`src/rtl/router_pkt_tx.sv`:
```
// Packet source for the router input port: header, FWFT payload bytes, then even-XOR parity.
// Honours busy back-pressure and inserts IPG idle cycles after every packet.
module router_pkt_tx #(
    parameter int unsigned IPG = 2
) (
    input  logic       clock,
    input  logic       resetn,
    input  logic       start,
    input  logic [1:0] dest_addr,
    input  logic [5:0] pay_len,
    input  logic [6:0] pay_count,
    input  logic [7:0] pay_data,
    output logic       pay_rd,
    input  logic       busy,
    input  logic       err_inject,
    output logic [7:0] data_out,
    output logic       pkt_valid,
    output logic       tx_active,
    output logic       done
);

    typedef enum logic [2:0] {
        StIdle,
        StHeader,
        StPayload,
        StParity,
        StGap
    } state_t;

    state_t     state;
    logic [7:0] acc;
    logic [5:0] remaining;
    logic [3:0] gap_cnt;
    logic       err_lat;

    // Pop only on an edge where the current header/payload byte is consumed and more remain.
    assign pay_rd = resetn && !busy && (remaining != 6'd0) &&
                    ((state == StHeader) || (state == StPayload));

    always_ff @(posedge clock) begin
        if (!resetn) begin
            state     <= StIdle;
            acc       <= 8'h00;
            remaining <= 6'd0;
            gap_cnt   <= 4'd0;
            err_lat   <= 1'b0;
            data_out  <= 8'h00;
            pkt_valid <= 1'b0;
            tx_active <= 1'b0;
            done      <= 1'b0;
        end else begin
            done <= 1'b0;
            case (state)
                StIdle: begin
                    if (start && ({1'b0, pay_len} <= pay_count)) begin
                        data_out  <= {pay_len, dest_addr};
                        acc       <= {pay_len, dest_addr};
                        remaining <= pay_len;
                        err_lat   <= err_inject;
                        pkt_valid <= 1'b1;
                        tx_active <= 1'b1;
                        state     <= StHeader;
                    end
                end
                StHeader, StPayload: begin
                    if (!busy) begin
                        if (remaining != 6'd0) begin
                            data_out  <= pay_data;
                            acc       <= acc ^ pay_data;
                            remaining <= remaining - 6'd1;
                            state     <= StPayload;
                        end else begin
                            data_out  <= acc ^ {7'b0, err_lat};
                            pkt_valid <= 1'b0;
                            state     <= StParity;
                        end
                    end
                end
                StParity: begin
                    if (!busy) begin
                        data_out <= 8'h00;
                        done     <= 1'b1;
                        gap_cnt  <= 4'(IPG);
                        state    <= StGap;
                    end
                end
                StGap: begin
                    if (gap_cnt <= 4'd1) begin
                        tx_active <= 1'b0;
                        state     <= StIdle;
                    end else begin
                        gap_cnt <= gap_cnt - 4'd1;
                    end
                end
                default: state <= StIdle;
            endcase
        end
    end

endmodule
```
`config.mk`:
```
export PLATFORM = sky130hd
export DESIGN_NAME = router_pkt_tx
export DESIGN_NICKNAME = d
export VERILOG_FILES = /design/src/rtl/router_pkt_tx.sv
export SDC_FILE = /design/constraint.sdc
export NUM_CORES = 1
export LEC_CHECK = 0
export ABC_AREA = 1
export CAP_MARGIN = 20
export CELL_PAD_IN_SITES_DETAIL_PLACEMENT = 1
export CELL_PAD_IN_SITES_GLOBAL_PLACEMENT = 1
export CORE_MARGIN = 4
export CORE_UTILIZATION = 36
export DETAILED_ROUTE_END_ITERATION = 10
export PLACE_DENSITY_LB_ADDON = 0.1
export SLEW_MARGIN = 20
export SYNTH_ARGS = -nofsm -noshare
export SYNTH_HDL_FRONTEND = slang
export SYNTH_SLANG_ARGS = --single-unit
```
`constraint.sdc`:
```
create_clock -name clock -period 2.1 [get_ports clock]
set_clock_uncertainty 0.15 [all_clocks]
set_input_delay 0.21 -clock clock [delete_from_list [all_inputs] [get_ports clock]]
set_output_delay 0.21 -clock clock [all_outputs]
set_load 0.01 [all_outputs]
```
== Yosys cells after proc, flatten, opt, wreduce, memory -nomap -nowiden ==
Index checks and enable logic that the tools add are counted.

* $add $sub $neg: 2
* Muxes and demuxes: 28
* Bitwise operators: 2
* $lt $le $gt $ge: 2
* Reduce and logical (&&, ||, !) cells: 21
* Eq/ne operators: 11

{| class="wikitable"
|+ Operators by type and width
! operator !! count
|-
| 8-bit two-way mux || 6
|-
| 8-bit case mux with 3 select lines || 1
|-
| 6-bit two-way mux || 3
|-
| 8-bit case mux with 2 select lines || 1
|-
| 4-bit AND reduction || 4
|-
| 2-bit inequality test, second input constant || 7
|-
| 3-bit two-way mux || 4
|-
| 3-bit case mux with 4 select lines || 1
|-
| 6-bit case mux with 2 select lines || 1
|-
| 4-bit two-way mux || 2
|-
| 4-bit case mux with 2 select lines || 1
|-
| 8-bit by 1-bit bitwise XOR with 8-bit output || 1
|-
| 8-bit bitwise XOR || 1
|-
| 6-bit by 7-bit less-or-equal comparator with 1-bit output || 1
|-
| 3-bit by 2-bit == test with 1-bit output, second input constant || 2
|-
| 1-bit two-way mux || 6
|-
| 3-bit AND reduction || 2
|-
| 2-bit nonzero test || 3
|-
| 6-bit nonzero test || 1
|-
| 6-bit by 1-bit subtractor with 6-bit output, second input constant || 1
|-
| 4-bit by 1-bit less-or-equal comparator with 1-bit output, second input constant || 1
|-
| 1-bit logical AND || 4
|-
| 1-bit case mux with 2 select lines || 2
|-
| 2-bit AND reduction || 2
|-
| 8 further kinds || 8
|}

* Output and inout port bits: 12
* Logic and storage cells: 75
* Input port bits: 28
* Flip-flop bits (word level): 33

== Longest topological paths before layout ==
* Word-level depth: 4
* Depth in mapped cells: 15
* Mapped depth without buffers: 14

== Least setup slack after synthesis ==
No wires, ideal clock.

* Path kind: reg-to-reg
* From: register remaining[0]
* To: register acc[0]
* Buffers on the path: 1
* Slack: 0.250 ns
* Data required time: 1.840 ns
* Setup time: 0.110 ns
* Clock period less this slack: 1.850 ns
* Stages on the path, launching flop included: 13
* Arrival: 1.590 ns
* Cell sequence: dfxtp_1 inv_1 ha_1 inv_1 nor2_1 nand3_1 nor2_4 a21oi_4 nand3_2 buf_6 nand2_1 inv_1 nor2_1

* Cells in the longest elaborated chain, start to end: 3

{| class="wikitable"
|+ Ends and longest elaborated chain
! what !! line !! source
|-
| start: declaration || 32 || <nowiki>logic [5:0] remaining;</nowiki>
|-
| start signal: assignment || 58 || <nowiki>remaining <= pay_len;</nowiki>
|-
| start signal: assignment || 70 || <nowiki>remaining <= remaining - 6'd1;</nowiki>
|-
| 6-bit nonzero test || 67 || <nowiki>if (remaining != 6'd0) begin</nowiki>
|-
| 2-bit inequality test (no source line) || -- ||
|-
| 4-bit AND reduction (no source line) || -- ||
|-
| end signal: assignment || 57 || <nowiki>acc <= {pay_len, dest_addr};</nowiki>
|-
| end signal: assignment || 69 || <nowiki>acc <= acc ^ pay_data;</nowiki>
|-
| end: declaration || 31 || <nowiki>logic [7:0] acc;</nowiki>
|}

No other way between the ends.
A chain may end at the register's enable or synchronous reset.

== Final worst setup path ==
* From: register remaining[1]
* To: output pay_rd

* Cells in the longest elaborated chain, start to end: 3

{| class="wikitable"
|+ Ends and longest elaborated chain
! what !! line !! source
|-
| 6-bit nonzero test || 37 || <nowiki>assign pay_rd = resetn && !busy && (remaining != 6'd0) &&</nowiki>
|-
| 1-bit logical AND (2 in a row) || 37 ||
|-
| end: declaration || 13 || <nowiki>output logic pay_rd,</nowiki>
|}

No other way between the ends.

==> metrics list <==
* Status: finished clean
* Share of the clock period used by the worst path: 94.7%
* H-tree levels: 2
* Gate Count Post-Synth: 351
- Using the TritonRoute via totals, the vias-per-cell ratio works out to 4.95.
* Commonest cells after routing, fill and taps aside: sky130_fd_sc_hd__nand2_1, sky130_fd_sc_hd__inv_1, sky130_fd_sc_hd__clkdlybuf4s50_1, sky130_fd_sc_hd__nor2_1, sky130_fd_sc_hd__dfxtp_1
- Tot GR Track Use: 18.7%
- Net switching is 45.4% of the power.
* Critical path, cell by cell: inv_1 -> ha_2 -> inv_1 -> nor2_2 -> nand3_2 -> nand2_1 -> nor2_1 -> dlygate4sd2_1
- Summing every instance area after synthesis gives 0.00220 mm2.
- Via count of the first global-routing pass: 2439
- Across all layers, the routed design uses 2405 vias.
- The worst setup path is launched from a register.
- The worst setup path is of the register to output pin kind.
* R2R cell count: 12
- First-pass GRT wire length: 11.1 mm
* Post-detailed-route DRC marker count: 0
* Relative max-transition margin: 73.0%
* Warnings from Yosys: 0
* Area share of the leading cell type in the synthesized netlist: 30.1%
- Count of distinct cell types in the synthesized netlist: 29
- After detailed routing, the total wire length is 6.73 mm.
* Root Buffer Master: sky130_fd_sc_hd__clkbuf_8
* Net switching power of the design: 1.83 mW
* Hpwl dp: 5.25 mm
- Required arrival time at the worst endpoint: 1.74 ns
- Area taken by flip-flops and latches: 661 um2
- The first routing iteration left 116 violations.
- TritonCTS built the clock tree.
- Routed Antenna Nets: 0
- From synthesis to final layout, the design area changed by 34.6%.
- Of all cell types, the one taking the most synthesized area is sky130_fd_sc_hd__dfxtp_1.
* Worst reg2reg path startpoint: remaining[1]
* Endpoint of the worst setup timing path: pay_rd
- Synthesis-stage register bit count: 33
- Type of the most critical hold path: register to register
* Min Clock Period, post-route: 1.99 ns
- For this design the ratio of total power to cell area is 1360 mW/mm2.
* Initial Utilization: 37.1%
- The longest clock path from root to sink contains 2 buffers.
- Final hold slack: 0.314 ns
- Endpoints failing setup: 0
- In this run, the clock network consumes 15.5% of the power.
* Cell types with the largest area share after synthesis: sky130_fd_sc_hd__dfxtp_1, sky130_fd_sc_hd__nand2_1, sky130_fd_sc_hd__inv_1, sky130_fd_sc_hd__nor2_1, sky130_fd_sc_hd__nand3_1
- Mean instance size in the synthesized netlist: 6.26 um2
- Combinational power share: 60.8%
* Worst supply voltage drop on vdd: 0.494 mV
* Critical Path Source: remaining[1]
* Cell repeated most along the worst path: sky130_fd_sc_hd__inv_1
- The worst setup path is captured at an output pin.
- The share of the Yosys chip area taken by registers is 30.1%.
- At the end of the flow, the number of nets in the layout was 447.
- The die covers 0.00742 mm2.
- Design internal power: 2.20 mW
- In this run the critical register-to-register path is captured at data_out[2].
* Multi-input gate area in the final layout: 0.00124 mm2
* Length of the first detailed-routing pass in iterations: 4
- WL per Instance: 13.9 um
* Number of failing hold endpoints at the final stage: 0
* Die Width: 86.1 um
- Across the run, the number of max-cap violations was 0.
- Height of the die: 86.1 um
* Max stage delay cell, worst path: sky130_fd_sc_hd__dfxtp_1
- Max Fanout on Critical Path: 3
- Total clock buffers created by CTS: 5
* Setup slack of the worst register-to-register path: 0.15 ns
- The library cell used most frequently in the layout, excluding fill and tap cells, is sky130_fd_sc_hd__nand2_1.
* Number of ports placed on the die boundary: 40
* Num Clock Sinks: 33
- The repair_antennas step left the layout with diodes totalling 0.
- During placement, the flow inserted port buffers numbering 39.
* Maximum clock frequency: 503 MHz
- Slew at the pin closest to its max-slew limit: 0.404 ns
- Number of nets in the synthesized netlist: 388
- Antenna violations before repair: 0
- The largest single stage delay on the critical path is 0.33 ns.
* Critical path arrival: 1.63 ns
* # fillers: 803
- After global routing the overflow that remains totals 0.
- The final-report max-slew violation count is 0.
* Seq pwr share: 23.8%
* Post-CTS setup buffer count: 0
* Post-CTS clock slew at the launch and capture registers of the worst setup and hold paths: 0.07 ns
- Area inside the core boundary: 0.00592 mm2
* Std-Cell Rows: 28
- Maximum number of pins on one net before global-route repair: 21
- Routability-driven placement finished with a final weighted congestion of 0.829.
- Cells fill 49.9% of the core in the end.
- Worst-skew pair later-pin latency: 0.28 ns
- Summed over all cells, the static leakage comes to 1.45 nW.
- Of the cells placed in the final design, the portion with a size suffix greater than 1 is 10.9%.
## worst min-delay path by stage
| stage | start | to | slack (ns) | depth (start not counted) |
|---|---|---|---|---|
| after floorplan | resetn | data_out[1] | 0.21 | 2 |
| after global placement | tx_active | tx_active | 0.29 | 2 |
| after detailed placement | tx_active | tx_active | 0.32 | 2 |
| after CTS | tx_active | tx_active | 0.32 | 2 |
| after global routing | tx_active | tx_active | 0.35 | 2 |
| final | tx_active | tx_active | 0.31 | 2 |
## per-layer routing
| metal | GRT usage (%) | up-vias | routed length, um |
|---|---|---|---|
| met2 | 34.6 | 19 | 3520 |
| met3 | 3.36 | 5 | 114 |
| met5 | 0 | - | 0 |
| met1 | 22.4 | 1152 | 3060 |
| li1 | - | 1229 | - |
| met4 | 3.45 | 0 | 34 |
## flip-flops by register name, summed over array words and instances (netlist names)
name,flops
gap_cnt,4
state,3
done,1
err_lat,1
remaining,6
data_out,8
acc,8
pkt_valid,1
tx_active,1
## critical path: cells and delay by family, from the launching register on
family | cells | cell delay [ns]
adders and majority gates | 1 | 0.20
and+or+nand+nor | 4 | 0.39
buffers and inverters | 3 | 0.40
DFF | 1 | 0.33
## power by group through the flow
stage | clock network (mW) | logic, mW | registers [mW]
floorplan | 0 | 1.54 | 0.976
global placement | 0 | 2.35 | 0.963
detailed placement | 0 | 2.39 | 0.969
CTS | 0.639 | 2.41 | 0.957
global route | 0.670 | 2.76 | 0.984
finish | 0.624 | 2.45 | 0.957
## stage by stage
| stage | std cells | setup WS [ns] | setup TNS, ns | power (mW) | instance area, um2 |
|---|---|---|---|---|---|
| finish | 486 | 0.111 | 0 | 4.03 | 2960 |
| global route | 486 | -0.00634 | -0.0106 | 4.41 | 2960 |
| CTS | 486 | 0.0395 | 0 | 4.01 | 2920 |
| detailed placement | 478 | -0.236 | -4.84 | 3.36 | 2800 |
| global placement | 478 | -0.146 | -3.24 | 3.31 | 2800 |
| floorplan | 351 | 0.250 | 0 | 2.52 | 2200 |
## repair_timing
item                                    CTS  global route
pin swaps                                 0             1
endpoints found under the setup margin    1            27
hold buffers                              0             0
gates resized for setup                   1             9
## area by class of cell
cell class | instances | share of cell area (%)
clock inverter | 1 | 1.02
multi-input combinational | 237 | 41.9
inverter | 70 | 8.97
clock buffer | 7 | 2.92
timing repair buffer | 63 | 19.6
tap | 75 | 3.17
sequential | 33 | 22.3
## cells by family after synthesis
family / Yosys count / synth area share, %
AO/OA/AOI/OAI: 49 / 13.1
XOR/XNOR: 6 / 2.39
adder cells (fa/ha/maj): 9 / 5.13
buffers and inverters: 81 / 14.9
flip-flops: 33 / 30.1
AND/OR/NAND/NOR: 173 / 34.5
## synthesized netlist by cell type, drive strengths merged
library cell / instances
and3: 2
xnor2: 4
o211ai: 2
xor2: 2
inv: 70
a211oi: 1
nand4: 16
nor2: 39
a21oi: 22
nor3: 6
nand3b: 1
o221ai: 3
buf: 7
dfxtp: 33
ha: 9
nand2: 84
o21ai: 20
a31oi: 1
clkbuf: 4
nand3: 25
No activity file was read; power rests on OpenSTA's default activity.
